===== config.mk =====
export PLATFORM = sky130hd
export DESIGN_NAME = mips_multicycle_ctrl
export DESIGN_NICKNAME = d
export VERILOG_FILES = /design/src/rtl/mips_multicycle_ctrl.sv
export SDC_FILE = /design/constraint.sdc
export NUM_CORES = 1
export LEC_CHECK = 0
export CORE_ASPECT_RATIO = 0.5
export CORE_MARGIN = 5
export CORE_UTILIZATION = 41
export DETAILED_ROUTE_END_ITERATION = 8
export PLACE_DENSITY = 0.83
export SYNTH_ARGS = -nofsm -noshare
export SYNTH_HDL_FRONTEND = slang
export SYNTH_SLANG_ARGS = --single-unit

===== constraint.sdc =====
create_clock -name clk -period 1.5 [get_ports clk]
set_input_delay 0.225 -clock clk [delete_from_list [all_inputs] [get_ports clk]]
set_output_delay 0.225 -clock clk [all_outputs]
set_load 0.05 [all_outputs]

===== src/rtl/mips_multicycle_ctrl.sv =====
// Main control FSM for the multicycle MIPS datapath: fetch/decode/execute sequencing,
// memory req/ready handshake with timeout, sticky fault. Define CTRL_ZERO_EXT_EN for andi/ori.
module mips_multicycle_ctrl #(
  parameter int MEM_TIMEOUT = 255,
  parameter int CNT_W       = 8
) (
  input  logic       clk,
  input  logic       rst_n,
  input  logic [5:0] opcode,
  input  logic [5:0] funct,
  input  logic       mem_ready,
  output logic       pc_write,
  output logic       pc_write_bz,
  output logic [1:0] pc_src,
  output logic       iord,
  output logic       mem_read,
  output logic       mem_write,
  output logic       ir_write,
  output logic       reg_write,
  output logic       reg_dst,
  output logic       mem_to_reg,
  output logic       alu_src_a,
  output logic [1:0] alu_src_b,
  output logic [1:0] alu_op,
  output logic [1:0] ext_sel,
  output logic       fault,
  output logic [3:0] state_dbg
);

  typedef enum logic [3:0] {
    S_FETCH  = 4'd0,
    S_DECODE = 4'd1,
    S_MEMADR = 4'd2,
    S_MEMRD  = 4'd3,
    S_MEMWB  = 4'd4,
    S_MEMWR  = 4'd5,
    S_RTEX   = 4'd6,
    S_RTWB   = 4'd7,
    S_BEQ    = 4'd8,
    S_JMP    = 4'd9,
    S_IEX    = 4'd10,
    S_IWB    = 4'd11,
    S_HALT   = 4'd15
  } state_t;

  localparam logic [5:0] OP_RTYPE = 6'h00;
  localparam logic [5:0] OP_J     = 6'h02;
  localparam logic [5:0] OP_BEQ   = 6'h04;
  localparam logic [5:0] OP_ADDI  = 6'h08;
  localparam logic [5:0] OP_LUI   = 6'h0F;
  localparam logic [5:0] OP_LW    = 6'h23;
  localparam logic [5:0] OP_SW    = 6'h2B;
`ifdef CTRL_ZERO_EXT_EN
  localparam logic [5:0] OP_ANDI  = 6'h0C;
  localparam logic [5:0] OP_ORI   = 6'h0D;
`endif

  localparam logic [CNT_W-1:0] CNT_LAST = CNT_W'(MEM_TIMEOUT - 1);
  localparam logic [CNT_W-1:0] CNT_MAX  = {CNT_W{1'b1}};

  state_t           state, state_next;
  logic [CNT_W-1:0] cnt, cnt_next;
  logic             fault_q;

  logic             funct_ok;
  logic             zext_op;
  logic             mem_state;
  logic             timed_out;
  logic [1:0]       imm_ext;
  logic [1:0]       imm_alu_op;
  state_t           decode_next;

  assign funct_ok = funct inside {6'h20, 6'h22, 6'h24, 6'h25, 6'h2A};

`ifdef CTRL_ZERO_EXT_EN
  assign zext_op = (opcode == OP_ANDI) || (opcode == OP_ORI);
`else
  assign zext_op = 1'b0;
`endif

  assign imm_ext    = (opcode == OP_LUI) ? 2'b10 : (zext_op ? 2'b01 : 2'b00);
  assign imm_alu_op = zext_op ? 2'b11 : 2'b00;

  // The access that waits for the MEM_TIMEOUT-th time without mem_ready gives up.
  assign mem_state = state inside {S_FETCH, S_MEMRD, S_MEMWR};
  assign timed_out = mem_state && !mem_ready && (cnt == CNT_LAST);

  always_comb begin
    unique case (opcode)
      OP_RTYPE:     decode_next = funct_ok ? S_RTEX : S_HALT;
      OP_LW, OP_SW: decode_next = S_MEMADR;
      OP_BEQ:       decode_next = S_BEQ;
      OP_J:         decode_next = S_JMP;
      OP_ADDI,
      OP_LUI:       decode_next = S_IEX;
      default:      decode_next = zext_op ? S_IEX : S_HALT;
    endcase
  end

  // NOTE: sequential state uses non-blocking assignments so every register samples
  // pre-edge values regardless of process ordering.
  always_ff @(posedge clk or negedge rst_n) begin
    if (!rst_n) begin
      state   <= S_FETCH;
      cnt     <= '0;
      fault_q <= 1'b0;
    end else begin
      state <= state_next;
      cnt   <= cnt_next;
      if (state_next == S_HALT) fault_q <= 1'b1;
    end
  end

  // NOTE: every variable driven here gets a default first, so no path can infer a latch.
  always_comb begin
    state_next = state;
    cnt_next   = '0;
    case (state)
      S_FETCH:  if (mem_ready) state_next = S_DECODE;
      S_DECODE: state_next = decode_next;
      S_MEMADR: state_next = (opcode == OP_LW) ? S_MEMRD : S_MEMWR;
      S_MEMRD:  if (mem_ready) state_next = S_MEMWB;
      S_MEMWB:  state_next = S_FETCH;
      S_MEMWR:  if (mem_ready) state_next = S_FETCH;
      S_RTEX:   state_next = S_RTWB;
      S_RTWB:   state_next = S_FETCH;
      S_BEQ:    state_next = S_FETCH;
      S_JMP:    state_next = S_FETCH;
      S_IEX:    state_next = S_IWB;
      S_IWB:    state_next = S_FETCH;
      S_HALT:   state_next = S_HALT;
      default:  state_next = S_HALT;
    endcase
    // Counter only runs while a memory state is stalled; any progress clears it.
    if (mem_state && !mem_ready) begin
      if (timed_out)           state_next = S_HALT;
      else if (cnt != CNT_MAX) cnt_next   = cnt + CNT_W'(1);
      else                     cnt_next   = cnt;
    end
  end

  // Outputs are forced low during reset so an in-flight request drops immediately.
  always_comb begin
    pc_write    = 1'b0;
    pc_write_bz = 1'b0;
    pc_src      = 2'b00;
    iord        = 1'b0;
    mem_read    = 1'b0;
    mem_write   = 1'b0;
    ir_write    = 1'b0;
    reg_write   = 1'b0;
    reg_dst     = 1'b0;
    mem_to_reg  = 1'b0;
    alu_src_a   = 1'b0;
    alu_src_b   = 2'b00;
    alu_op      = 2'b00;
    ext_sel     = 2'b00;
    if (rst_n) begin
      case (state)
        S_FETCH: begin
          mem_read  = 1'b1;
          alu_src_b = 2'b01;
          ir_write  = mem_ready;
          pc_write  = mem_ready;
        end
        S_DECODE: alu_src_b = 2'b11;
        S_MEMADR: begin
          alu_src_a = 1'b1;
          alu_src_b = 2'b10;
        end
        S_MEMRD: begin
          mem_read = 1'b1;
          iord     = 1'b1;
        end
        S_MEMWB: begin
          reg_write  = 1'b1;
          mem_to_reg = 1'b1;
        end
        S_MEMWR: begin
          mem_write = 1'b1;
          iord      = 1'b1;
        end
        S_RTEX: begin
          alu_src_a = 1'b1;
          alu_op    = 2'b10;
        end
        S_RTWB: begin
          reg_write = 1'b1;
          reg_dst   = 1'b1;
        end
        S_BEQ: begin
          alu_src_a   = 1'b1;
          alu_op      = 2'b01;
          pc_write_bz = 1'b1;
          pc_src      = 2'b01;
        end
        S_JMP: begin
          pc_write = 1'b1;
          pc_src   = 2'b10;
        end
        S_IEX: begin
          alu_src_a = 1'b1;
          alu_src_b = 2'b10;
          alu_op    = imm_alu_op;
          ext_sel   = imm_ext;
        end
        S_IWB: begin
          reg_write = 1'b1;
          ext_sel   = imm_ext;
        end
        default: ;
      endcase
    end
  end

  assign fault     = fault_q;
  assign state_dbg = state;

endmodule

==> summary.md, run 1 <==
| Metric | Value |
|---|---|
| Largest net degree at the start of global routing | `17` |
| Error | `[ERROR DPL-0033] detailed placement checks failed during check placement.` |
| CTS Sinks | `13` |
| Status | `did not finish` |
| Worst_ep grt | `alu_op[0]` |
| Port bufs | `36` |
| Synth Area per Inst | `7.90 um2` |
| Chip Height | `47.4 um` |
| Starting Density | `43.4%` |
| Die Span X | `84.7 um` |
| Synth area leader | `dfrtp_1` |
| Clock root buffer | `clkbuf_8` |
| Ys flop type | `dfrtp_1` |
| Row cnt | `13` |
| Routability cong. | `0.830` |
| Top Ports | `38` |
| Post-CTS Hold Buffers | `0` |
| Yosys top cell area share | `28.4%` |
| Seq cells post-synth | `13` |
| Final HPWL DP | `3400 um` |
| Category of the worst endpoint | `top-level output` |
| Mapped Area | `1140 um2` |
| Inserted Clock Buffers | `3` |
| H-Tree Depth | `1` |
| Cell variety after synth | `43` |
| Clock Path Buffers | `2` |
| Seq/Total Area, Yosys | `28.4%` |
| Dpl ws | `-591 ps` |
| Antenna violations before repair | `0` |
| Syn Inst Count | `145` |
| EDFF count, synth | `0` |
| Failed at | `5_1_grt` |
| Area contributors post-synth | `dfrtp_1, nor2_1, nor3_1, nand2b_1, nand4_1` |
| YS warnings | `0` |
| Syn_nets | `162` |
| Post-synth ARST share | `100%` |
[Yosys cell counts (2+ instances only)]
library cell / instances
xor2_1: 4
nand4_1: 7
nand3_1: 2
inv_1: 7
nor4_1: 2
or2_2: 3
nand2b_1: 8
nor4b_1: 2
o21ai_0: 4
nor3b_1: 2
and4_1: 4
ha_1: 2
dfrtp_1: 13
nor2_1: 17
a211oi_1: 5
clkbuf_1: 6
buf_4: 3
nand2_1: 10
o2111a_1: 2
nor3_1: 11
xnor2_1: 4
a21oi_1: 5
o21a_1: 2
[cell families after synthesis]
family	count (synthesis)	share of synthesized area, %
muxes	1	0.874
xor gates and xnor gates	8	6.12
adders and majority gates	2	2.19
other	1	0.328
DFF	13	28.4
and+or+nand+nor	72	34.3
buffers and inverters	18	7.65
AOI/OAI and AO/OA	30	20.1
[timing repair]
action	4_1_cts
gates resized for setup	51
pin swaps	18
endpoints found under the setup margin	28
setup buffers	12
[stage by stage]
stage / std cells / cell area [um2] / util (%)
3_3_place_gp: 245 / 2120 / 80.4
3_5_place_dp: 245 / 2120 / 80.4
4_1_cts: 261 / 2370 / 90.1
2_1_floorplan: 145 / 1330 / -
==> inputs of run 2 (changes only) <==
==> config.mk (replaced) <==
export PLATFORM = sky130hd
export DESIGN_NAME = mips_multicycle_ctrl
export DESIGN_NICKNAME = d
export VERILOG_FILES = /design/src/rtl/mips_multicycle_ctrl.sv
export SDC_FILE = /design/constraint.sdc
export NUM_CORES = 1
export LEC_CHECK = 0
export CORE_AREA = 5 5 66 68
export DETAILED_ROUTE_END_ITERATION = 8
export DIE_AREA = 0 0 71 73
export PLACE_DENSITY_LB_ADDON = 0.15
export SYNTH_ARGS = -nofsm -noshare
export SYNTH_HDL_FRONTEND = slang
export SYNTH_SLANG_ARGS = --single-unit
==> constraint.sdc (replaced) <==
create_clock -name clk -period 2 [get_ports clk]
set_input_delay 0.3 -clock clk [delete_from_list [all_inputs] [get_ports clk]]
set_output_delay 0.3 -clock clk [all_outputs]
set_load 0.05 [all_outputs]
==> run 2 against run 1 <==
Compared with the run above: the flow now finishes without violations; synthesized cell count unchanged; area after synthesis is the same.
==> summary.md, run 2 <==
| Metric | Value |
|---|---|
| Status | `complete, no violations` |
| Pleak | `0.811 nW` |
| R2r setup slk | `250 ps` |
| Drt total wl | `3390 um` |
| First-pass GRT wire length | `5720 um` |
| CP Class | `input pin to primary output` |
| Pins Over Slew Limit | `0` |
| Synth area leader | `dfrtp_1` |
| Clock slew at reported path FFs | `60 ps` |
| Commonest cells after routing, fill and taps aside | `buf_4, buf_12, clkdlybuf4s50_1` |
| Share of post-route cells with drive strength above 1 | `36.8%` |
| CP required | `1700 ps` |
| Synth cell count leaders | `nor2_1, dfrtp_1, nor3_1` |
| Area contributors post-synth | `dfrtp_1, nor2_1, nor3_1, nand2b_1, nand4_1` |
| Port bufs | `36` |
| RSZ-0062 raised after global routing | `false` |
| Synth Area per Inst | `7.90 um2` |
| Clock Skew | `3.03 ps` |
| Most common cell after layout, fill and taps aside | `buf_4` |
| CTS tree | `yes` |
| CP top delay family | `buffers and inverters` |
| Ys flop type | `dfrtp_1` |
| Reg with most FFs | `cnt` |
| Critical Path Max Stage Delay | `540 ps` |
| Final HPWL DP | `2690 um` |
| Crit path max fanout | `4` |
| Vias in the first global route | `1,231` |
| CP max-delay cell | `clkdlybuf4s50_1` |
| DR vias/cell | `5.21` |
| Chip Height | `73 um` |
| Routability cong. | `0.878` |
| Post-synth ARST share | `100%` |
| Seq/Total Area, Yosys | `28.4%` |
| Pwr/cell area | `1160 nW/um2` |
| Nets@finish | `211` |
| Row cnt | `23` |
| Worst vdd ir | `0.000532 V` |
| ANT cells | `0` |
| Critical path capture point type | `primary output` |
| Starting Density | `30.1%` |
| Final core area utilization | `52.0%` |
| DIE AREA | `5180 um2` |
| Fillers | `350` |
| Multi-input logic area | `825 um2` |
| Crit path cell chain | `clkdlybuf4s50_1 > buf_4 > nand4_1 > buf_4 > nor3_4 > buf_12` |
| Reg area | `330 um2` |
| Max reg flops | `8` |
| Antenna violations before repair | `0` |
| Total GRT Usage | `13.4%` |
| Post-CTS Hold Buffers | `0` |
| CTS Sinks | `13` |
| Worst R2R Start | `state_dbg[0]$_DFF_PN0_` |
| Mapped Area | `1140 um2` |
| Syn_nets | `162` |
| Critical Path Start Type | `input pin` |
| Core area | `3800 um2` |
| Post-DR wirelength/cell | `13.9 um` |
| 1st-pass router iterations | `4` |
| Clock root buffer | `clkbuf_8` |
| YS warnings | `0` |
| Crit path buffers/inverters | `4` |
| CP Data Arrival Time | `1650 ps` |
| Inserted Clock Buffers | `3` |
| Number of cells on the critical path | `6` |
| Top Ports | `38` |
| Max-cap violations | `0` |
| Count leader, synth | `nor2_1` |
| Largest net degree at the start of global routing | `18` |
| Seq cells post-synth | `13` |
| Overflow after GRT | `0` |
| Tot Pwr | `0.00228 W` |
| FF-to-FF path depth | `6` |
| Cell variety after synth | `43` |
| RR Endpoint | `fault$_DFFE_PN0N_` |
| Vias | `1,267` |
| Yosys top cell area share | `28.4%` |
| Hold WC Path Type | `input pin to async pin` |
| Final Hold Violating Endpoints | `0` |
| Worst hold margin | `82.9 ps` |
| Residual DRC | `0` |
| Fmax | `0.512 GHz` |
| Clk Latency, worst-skew pair | `250 ps` |
| Area growth syn-to-layout | `72.7%` |
| Antenna viol nets, final | `0` |
| Die Span X | `71 um` |
| Minimum clock period | `1950 ps` |
| CP dominant cell by count | `buf_4` |
| Setup violators final | `0` |
| H-Tree Depth | `1` |
| DR iter-0 viols | `61` |
| Syn Inst Count | `145` |
| EDFF count, synth | `0` |
| Clock Path Buffers | `2` |
| Post-route clock period utilization | `97.6%` |
-- run 2: cell counts after synthesis --
Identical to the previous run, type by type.
-- run 2: timing repair --
action	4_1_cts	5_1_grt
endpoints found under the setup margin	3	10
setup buffers	2	0
resized for setup	0	7
pin swaps	0	1
-- run 2: kinds of logic (layout without fill, tap and decap cells) --
family	after synthesis	after routing	synth area share [%]
muxes	1	1	0.874
adders and majority gates	2	2	2.19
DFF	13	13	28.4
AOI/OAI and AO/OA	30	30	20.1
other	1	1	0.328
buffers and inverters	18	66	7.65
xor gates and xnor gates	8	8	6.12
and+or+nand+nor	72	72	34.3
-- run 2: worst max-delay path by stage --
| stage | startpoint | end | slack (ps) |
|---|---|---|---|
| 6_report | opcode[1] | ext_sel[1] | 50 |
| 5_1_grt | opcode[1] | ext_sel[1] | 6 |
| 4_1_cts | rst_n | alu_src_a | 8 |
| 3_5_place_dp | opcode[3] | state_dbg[0]$_DFF_PN0_ | -180 |
| 3_3_place_gp | opcode[0] | state_dbg[2]$_DFF_PN0_ | -110 |
| 2_1_floorplan | state_dbg[3]$_DFF_PN0_ | alu_op[0] | -160 |
-- run 2: where the power goes --
group	internal, W	switching (W)
sequential	0.000320	0.000131
combinational	0.000678	0.000912
clock	0.000138	0.000105
total	0.00114	0.00115
-- run 2: worst reg2reg max path: cells and delay by family (launching register included) --
family,cells,cell delay (ps)
and+or+nand+nor,2,520
buffers and inverters,1,140
AOI/OAI and AO/OA,3,450
DFF,1,560
-- run 2: layer usage --
layer,global-route usage [%],up-vias,share of wire [%]
li1,-,623,-
met1,16.4,607,44
met2,23.3,32,50
met3,2.48,5,4.8
met4,5.22,0,1.4
met5,0,-,0
-- run 2: final cells by class --
class,count,area share (%)
inverter,7,1.46
tap,50,3.16
clock inverter,1,0.253
multi-input combinational,114,41.7
sequential,13,16.7
timing repair buffer,55,34.6
clock buffer,3,2.09
-- run 2: per-stage QoR --
step / instances / cell area, um2 / setup TNS (ps) / setup slack [ps]
3_3_place_gp: 237 / 1890 / -420 / -107
3_5_place_dp: 237 / 1890 / -667 / -182
4_1_cts: 243 / 1950 / 0 / 8.36
6_report: 243 / 1980 / 0 / 47.3
5_1_grt: 243 / 1980 / 0 / 6.24
2_1_floorplan: 145 / 1240 / -308 / -163
Power figures use the tool's default switching activity.
